[config.mk]
export PLATFORM = sky130hd
export DESIGN_NAME = adc_input_axi_write
export DESIGN_NICKNAME = d
export VERILOG_FILES = /design/src/rtl/adc_input_common_pkg.sv /design/src/rtl/adc_input_axi_write.sv
export SDC_FILE = /design/constraint.sdc
export NUM_CORES = 1
export LEC_CHECK = 0
export ABC_AREA = 1
export CAP_MARGIN = 20
export CORE_MARGIN = 2
export CORE_UTILIZATION = 40
export CTS_CLUSTER_SIZE = 8
export DETAILED_ROUTE_END_ITERATION = 8
export DONT_BUFFER_PORTS = 1
export PLACE_DENSITY = 0.58
export SLEW_MARGIN = 20
export SYNTH_ARGS = -nofsm -noshare
export SYNTH_HDL_FRONTEND = slang
export SYNTH_SLANG_ARGS = --single-unit
[constraint.sdc]
create_clock -name ACLK -period 2.04 [get_ports ACLK]
set_input_delay 0.204 -clock ACLK [delete_from_list [all_inputs] [get_ports ACLK]]
set_output_delay 0.204 -clock ACLK [all_outputs]
set_load 0.01 [all_outputs]
[src/rtl/adc_input_common_pkg.sv]
// rtl/adc_input_common_pkg.sv - shared register offsets, bit masks and write-FSM state type for adc_input
package adc_input_common_pkg;

    // Register offsets within the AXI4-Lite window
    localparam logic [31:0] AXI_ADDR_CR    = 32'h0000_0000;
    localparam logic [31:0] AXI_ADDR_SR    = 32'h0000_0004;
    localparam logic [31:0] AXI_ADDR_DSIZE = 32'h0000_0008;

    // CR / SR bit masks; all live in byte lane 0
    localparam logic [31:0] _CR_TEST  = 32'h0000_0001;
    localparam logic [31:0] _CR_START = 32'h0000_0002;
    localparam logic [31:0] _SR_PC    = 32'h0000_0001;

    // Write-channel FSM states
    typedef enum logic [2:0] {
        S_IDLE,
        S_WAIT_W,
        S_WAIT_AW,
        S_COMMIT,
        S_RESP
    } wr_state_e;

endpackage

[src/rtl/adc_input_axi_write.sv]
// rtl/adc_input_axi_write.sv - AXI4-Lite write slave owning adc_input control registers
module adc_input_axi_write
    import adc_input_common_pkg::*;
#(
    parameter logic [31:0] DSIZE_RESET = 32'h0000_0000,
    parameter int          ADDR_LSBS   = 8
) (
    input  logic        ACLK,
    input  logic        ARESETN,
    input  logic [31:0] AWADDR,
    input  logic        AWVALID,
    output logic        AWREADY,
    input  logic [31:0] WDATA,
    input  logic [3:0]  WSTRB,
    input  logic        WVALID,
    output logic        WREADY,
    output logic [1:0]  BRESP,
    output logic        BVALID,
    input  logic        BREADY,
    input  logic        busy,
    output logic        cr_test,
    output logic        cr_start,
    output logic        sr_pc_clr,
    output logic [31:0] dsize
);

    // Only the low ADDR_LSBS address bits take part in decode; upper bits alias
    localparam logic [31:0] ADDR_MASK = (ADDR_LSBS >= 32) ? 32'hFFFF_FFFF
                                        : ((32'h1 << ADDR_LSBS) - 32'h1);

    wr_state_e   state_q;
    logic [31:0] addr_q;
    logic [31:0] data_q;
    logic [3:0]  strb_q;
    logic        cr_test_q;
    logic        cr_start_q;
    logic        sr_pc_clr_q;
    logic [31:0] dsize_q;

    logic        sel_cr;
    logic        sel_sr;
    logic        sel_dsize;
    logic        cr_test_d;
    logic        cr_start_d;
    logic        sr_pc_clr_d;
    logic [31:0] dsize_d;

    // Decode the held address/data into the register values applied at commit
    always_comb begin
        sel_cr      = (addr_q & ADDR_MASK) == AXI_ADDR_CR;
        sel_sr      = (addr_q & ADDR_MASK) == AXI_ADDR_SR;
        sel_dsize   = (addr_q & ADDR_MASK) == AXI_ADDR_DSIZE;
        cr_test_d   = cr_test_q;
        cr_start_d  = 1'b0;
        sr_pc_clr_d = 1'b0;
        dsize_d     = dsize_q;
        if (sel_cr && strb_q[0]) begin
            cr_test_d  = (data_q & _CR_TEST) != 32'h0;
            cr_start_d = ((data_q & _CR_START) != 32'h0) && !busy;
        end
        if (sel_sr && strb_q[0]) begin
            sr_pc_clr_d = (data_q & _SR_PC) != 32'h0;
        end
        if (sel_dsize && !busy) begin
            for (int k = 0; k < 4; k++) begin
                if (strb_q[k]) begin
                    dsize_d[8*k +: 8] = data_q[8*k +: 8];
                end
            end
        end
    end

    // Write FSM: collect AW and W in any order, commit once, then hold B until accepted
    always_ff @(posedge ACLK or negedge ARESETN) begin
        if (!ARESETN) begin
            state_q     <= S_IDLE;
            addr_q      <= 32'h0;
            data_q      <= 32'h0;
            strb_q      <= 4'h0;
            cr_test_q   <= 1'b0;
            cr_start_q  <= 1'b0;
            sr_pc_clr_q <= 1'b0;
            dsize_q     <= DSIZE_RESET;
        end else begin
            // Pulses live for exactly the first S_RESP cycle
            cr_start_q  <= 1'b0;
            sr_pc_clr_q <= 1'b0;
            case (state_q)
                S_IDLE: begin
                    if (AWVALID && WVALID) begin
                        addr_q  <= AWADDR;
                        data_q  <= WDATA;
                        strb_q  <= WSTRB;
                        state_q <= S_COMMIT;
                    end else if (AWVALID) begin
                        addr_q  <= AWADDR;
                        state_q <= S_WAIT_W;
                    end else if (WVALID) begin
                        data_q  <= WDATA;
                        strb_q  <= WSTRB;
                        state_q <= S_WAIT_AW;
                    end
                end
                S_WAIT_W: begin
                    if (WVALID) begin
                        data_q  <= WDATA;
                        strb_q  <= WSTRB;
                        state_q <= S_COMMIT;
                    end
                end
                S_WAIT_AW: begin
                    if (AWVALID) begin
                        addr_q  <= AWADDR;
                        state_q <= S_COMMIT;
                    end
                end
                S_COMMIT: begin
                    cr_test_q   <= cr_test_d;
                    cr_start_q  <= cr_start_d;
                    sr_pc_clr_q <= sr_pc_clr_d;
                    dsize_q     <= dsize_d;
                    state_q     <= S_RESP;
                end
                S_RESP: begin
                    if (BREADY) begin
                        state_q <= S_IDLE;
                    end
                end
                default: begin
                    state_q <= S_IDLE;
                end
            endcase
        end
    end

    assign AWREADY   = (state_q == S_IDLE) || (state_q == S_WAIT_AW);
    assign WREADY    = (state_q == S_IDLE) || (state_q == S_WAIT_W);
    assign BVALID    = (state_q == S_RESP);
    assign BRESP     = 2'b00;
    assign cr_test   = cr_test_q;
    assign cr_start  = cr_start_q;
    assign sr_pc_clr = sr_pc_clr_q;
    assign dsize     = dsize_q;

endmodule

==> results of run 1 <==
layer usage:
metal  global-route usage  wire (um)  up-vias
met5                    0          0        -
met4               0.0416         88        0
li1                     -          -     1381
met3               0.0407        423        6
met1                0.238       3780     1325
met2                0.288       4130       78
how the worst max path moves through the flow:
| stage | from | end | slack, ns | depth (start not counted) |
|---|---|---|---|---|
| 6_report | state_q[1] | register | 0.14 | 7 |
| 5_1_grt | state_q[1] | register | 0.04 | 7 |
| 4_1_cts | state_q[1] | register | 0.05 | 7 |
| 3_5_place_dp | state_q[2] | dsize[13] | 0.49 | 6 |
| 3_3_place_gp | state_q[2] | dsize[10] | 0.51 | 6 |
| 2_1_floorplan | state_q[1] | WREADY | 0.74 | 5 |
power breakdown:
group / internal, mW / total (mW) / switching [mW]
sequential: 2.08 / 2.37 / 0.292
clock: 0.866 / 1.50 / 0.630
combinational: 0.656 / 1.82 / 1.17
total: 3.60 / 5.69 / 2.09
metrics by stage:
stage | worst slack, ns | cell area, um^2 | hold WS, ns | util
finish | 0.144 | 4650 | -0.466 | 0.506
global route | 0.0410 | 4650 | -0.489 | 0.506
CTS | 0.0464 | 4640 | -0.480 | 0.505
detailed placement | 0.491 | 3770 | -0.0898 | 0.410
global placement | 0.512 | 3770 | -0.0900 | 0.410
floorplan | 0.735 | 3790 | -0.0916 | -
worst register-to-register path, cell delays in order, from the launching register on:
cell           delay [ns]
dfrtp_1              0.49
nor2_4               0.18
nand2_2              0.10
nand2_4              0.10
buf_6                0.21
nand3_1              0.11
dlygate4sd3_1        0.57
nand2_1              0.07
cells in the final DEF, fill, tap and decap left out, types with 4 or more instances in the layout:
cell and n:
clkbuf_8 10, dfrtp_1 82, dlygate4sd3_1 61, inv_1 12, nand2_1 158, nand2_4 4, nand3_1 55, nand3_2 30
nand3_4 5, nor2_1 6, nor2_4 7
cell families (layout without fill, tap and decap cells):
kind of cell    count (synthesis)  after routing  share of synthesized area
flops                          82             82                      0.541
other cells                     1              2                   0.000989
compound gates                  3              3                    0.00693
simple gates                  275            275                      0.385
buf+inv                        33             96                     0.0660
repair_timing:
action,4_1_cts,5_1_grt
endpoints found under the hold margin,125,82
setup endpoints to repair,0,12
gates resized for setup,0,2
cell type report:
| cell class | instances | area [um^2] |
|---|---|---|
| repair buffers | 65 | 644 |
| clock inverters | 6 | 121 |
| flip-flops and latches | 82 | 2050 |
| fillers | 892 | 4550 |
| well taps | 111 | 139 |
| inverters | 15 | 56.3 |
| clock buffers | 10 | 138 |
| multi-input cells | 280 | 1500 |
==> flow_summary.toml, run 1 <==
[status]
status = "finished, violations left"
violations = "negative hold slack"

[setup_path]
crit_buf_inv = 2
cp_max_fo = 17
crit_arrival_ns = 2.18
startpoint_type = "register"
worstPathRequired_ns = 2.33
r2r-start = "state_q[1]"
r2r_cells = 7
path_cells = "nor2_4, nand2_2, nand2_4, buf_6, nand3_1, dlygate4sd3_1, nand2_1"
cp_slowest_stage_delay_ns = 0.57
cp_slowest_cell = "dlygate4sd3_1"
crit_family = "buffers and inverters"
critPathCaptureType = "register"
crit_type = "reg2reg"
regToRegSetupSlack_ns = 0.14

[synth]
yosys.area.top_type = "dfrtp_1"
syn_avg_cell_area_um2 = 9.62
seq_area_frac_synth = 0.541
synth-edff-count = 0
synthesis.area_um2 = 3790
ys_top_cells_by_count = "nand2_1, dfrtp_1, nand3_1, nand3_2, inv_1"
synth.most_common_cell = "nand2_1"
ys_ff_latch = 82
synth_top_area_share = 0.541
synthDistinctLibCells = 25
ys_warn_count = 0
synthArstFlopShare = 1.00
synth_cells = 394
ys_top_cells_by_area = "dfrtp_1, nand2_1, nand3_2"
synth-main-ff-cell = "dfrtp_1"

[power_and_ir_drop]
leakage_nw = 2.29
power_density_nw_per_um2 = 1220
power_mw = 5.69
peakVddDrop_mv = 1.00

[sta]
hold_ws_ns = -0.466
fin_crit_sh = 0.929
max_freq_mhz = 527
rsz0062_at_grt = "false"
max_slew_margin = 0.276
finalSetupTns_ns = 0
fin_crit_ns = 1.90
finalSetupViolCount = 0
fin_skew_ns = 0.0133
tightest_slew_ns = 1.08
finalHoldViolCount = 82
slew_viol_final = 0

[cts]
cts.clk_slew.worst_paths_ns = 0.10
htreeDepth = 3
root_buffer = "clkbuf_8"
insertion_delay_ns = 0.35
clockBufferDepth = 2
cts.sinks = 82
cts_tree = "done"
hold_buffers = 61
numCtsBuffers = 9
post-cts-setup-buffers = 0

[route]
antenna_left = 0
drc = 0
via_count = 2790
drtPass1Iterations = 4
vias_per_cell = 4.90
drt_iter0_drc = 143
drt_wl_total_um = 8420
wl_per_cell_um = 14.8

[placement]
dpl.cell_count = 492
port_buffers = 0
dp_hpwl_um = 5140
place_congestion = 0.787

[grt]
grt_pass1_wl_um = 14100
track_usage = 0.176
grt_max_degree = 83
antenna_found_initial = 0
gr-total-overflow = 0
grt_pass1_vias = 2858

[die]
rows = 35
core_area_um2 = 9200
die_w_um = 101
io_pins = 114
die_area_um2 = 10300
start_util = 0.412
fp.dieH_um = 101

[min_path]
min_path_type = "in2async"

[cells_and_area]
diodes = 0
area_growth_pct = 22.7
finalNonFillerCells = 569
finalNetCount = 527
drive_gt1_frac = 0.168

[flow_run]
drv_cap = 0
Note: power is estimated with default switching activity, not from simulation.
==> run 2, diff against run 1 <==
--- a/config.mk
+++ b/config.mk
@@ -9,6 +9,7 @@
 export CAP_MARGIN = 20
 export CORE_MARGIN = 2
 export CORE_UTILIZATION = 40
+export CTS_BUF_LIST = sky130_fd_sc_hd__clkbuf_8
 export CTS_CLUSTER_SIZE = 8
 export DETAILED_ROUTE_END_ITERATION = 8
 export DONT_BUFFER_PORTS = 1
==> results of run 2 <==
Final layout, timing and power as in run 1 (identical DEF).
==> run 3, diff against run 2 <==
--- a/config.mk
+++ b/config.mk
@@ -7,7 +7,6 @@
 export LEC_CHECK = 0
 export ABC_AREA = 1
 export CAP_MARGIN = 20
-export CORE_MARGIN = 2
 export CORE_UTILIZATION = 40
 export CTS_BUF_LIST = sky130_fd_sc_hd__clkbuf_8
 export CTS_CLUSTER_SIZE = 8
==> constraint.sdc (replaced) <==
create_clock -name ACLK -period 2.04 [get_ports ACLK]
set_input_delay 0.204 -clock ACLK [delete_from_list [all_inputs] [get_ports ACLK]]
set_output_delay 0.204 -clock ACLK [all_outputs]
set_load 0.005 [all_outputs]
==> flow_summary.toml, run 3 (synthesis results as in run 1) <==
[status]
status = "finished, violations left"
violations = "negative hold slack"

[sta]
max_freq_mhz = 558
rsz0062_at_grt = "false"
tightest_slew_ns = 0.503
slew_viol_final = 0
finalHoldViolCount = 82
hold_ws_ns = -0.448
fin_crit_ns = 1.79
fin_crit_sh = 0.878
fin_skew_ns = 0.00948
finalSetupViolCount = 0
max_slew_margin = 0.664
worst_slack_ns = 0.249
finalSetupTns_ns = 0

[cts]
cts.sinks = 82
root_buffer = "clkbuf_8"
insertion_delay_ns = 0.34
cts_tree = "done"
cts.clk_slew.worst_paths_ns = 0.09
clockBufferDepth = 2
htreeDepth = 3
post-cts-setup-buffers = 0
numCtsBuffers = 9
cts_resized = 0
hold_buffers = 55

[min_path]
min_path_type = "in2async"

[grt]
grt_pass1_vias = 2896
gr-total-overflow = 0
antenna_found_initial = 0
grt_max_degree = 83
track_usage = 0.185
grt_pass1_wl_um = 14200

[route]
wl_per_cell_um = 14.9
drtPass1Iterations = 4
dr.max_layer_used = "met4"
vias_per_cell = 5.00
drc = 0
via_count = 2819
wl_met2_um = 4170
wl_met1_um = 3830
antenna_left = 0
dr_wl_met3_um = 328
drt_iter0_drc = 95
drt_wl_total_um = 8430

[power_and_ir_drop]
power_density_nw_per_um2 = 1180
p_int_mw = 3.37
p_sw_mw = 2.00
p_comb_frac = 0.327
peakVddDrop_mv = 0.741
p_seq_frac = 0.439
leakage_nw = 2.27
clkPwrFrac = 0.233
power_mw = 5.38
switching_share = 0.373

[die]
fp.dieH_um = 99.3
rows = 35
io_pins = 114
die_area_um2 = 9870
core_area_um2 = 9200
start_util = 0.412
die_w_um = 99.3

[placement]
dp_hpwl_um = 5060
place_ws_ns = 0.397
place_congestion = 0.724
port_buffers = 0
dpl.cell_count = 492

[setup_path]
crit_arrival_ns = 2.08
cp_max_fo = 12
path_cells = "nor2_2, nand2_2, nand2_4, nand3_2, dlygate4sd3_1, nand2_1"
critPathCaptureType = "register"
crit_type = "reg2reg"
worstPathRequired_ns = 2.33
startpoint_type = "register"
cp_slowest_stage_delay_ns = 0.56
cp_slowest_cell = "dlygate4sd3_1"

[cells_and_area]
diodes = 0
layout.cells.most_common_list = "nand2_1, dfrtp_1, nand3_1, dlygate4sd3_1, nand3_2"
layout_commonest_cell = "nand2_1"
drive_gt1_frac = 0.168
n_fill_cell = 913
finalNetCount = 522
finalNonFillerCells = 564
final_core_util = 0.495
area_growth_pct = 20.1

[flow_run]
drv_cap = 0
[run 3: cell types whose count changed in the layout (fill, tap and decap cells not counted), sizes merged]
cell         change
dlygate4sd3      -6
clkinv           +2
buf              +1
bufinv           -1
clkbuf           -1
[run 3: power groups by stage]
stage	combinational, mW	sequential [mW]	clock [mW]
3_3_place_gp	1.57	2.38	0
2_1_floorplan	1.62	2.33	0
3_5_place_dp	1.61	2.39	0
4_1_cts	1.78	2.36	1.30
5_1_grt	2.01	2.42	1.37
6_report	1.76	2.36	1.26
[run 3: path summary, 6_finish.rpt]
path	from	to	slack, ns	cells past startpoint
max in group asynchronous	ARESETN	async pin	2.32	0
min	ARESETN	dsize[4]	-0.45	0
max	state_q[1]	register	0.25	6
max reg2reg	state_q[1]	register	0.25	6
min in group ACLK	WSTRB[1]	register	0.02	2
min reg2reg	register	register	0.47	2
[run 3: per-layer routing]
metal,vias to the layer above,track usage
met5,-,0
met4,0,0.0577
met3,9,0.0429
met2,60,0.310
met1,1384,0.237
li1,1366,-
[run 3: worst max-delay path, delay by kind of cell (launching register included)]
kind                   cells  cell delay (ns)
flip-flops                 1             0.48
buffers and inverters      1             0.56
AND/OR/NAND/NOR            5             0.69
[run 3: area by class of cell]
| type | instances | area, um^2 | share of cell area |
|---|---|---|---|
| well taps | 111 | 139 | 0.0305 |
| repair buffers | 60 | 601 | 0.132 |
| multi-input cells | 280 | 1490 | 0.328 |
| clock inverters | 7 | 86.3 | 0.0190 |
| inverters | 15 | 56.3 | 0.0124 |
| flip-flops and latches | 82 | 2050 | 0.451 |
| clock buffers | 9 | 124 | 0.0272 |
[run 3: metrics by stage]
step	area [um^2]	hold slack (ns)
detailed placement	3770	-0.0891
CTS	4540	-0.470
floorplan	3790	-0.0916
global placement	3770	-0.0887
finish	4550	-0.448
global route	4550	-0.486
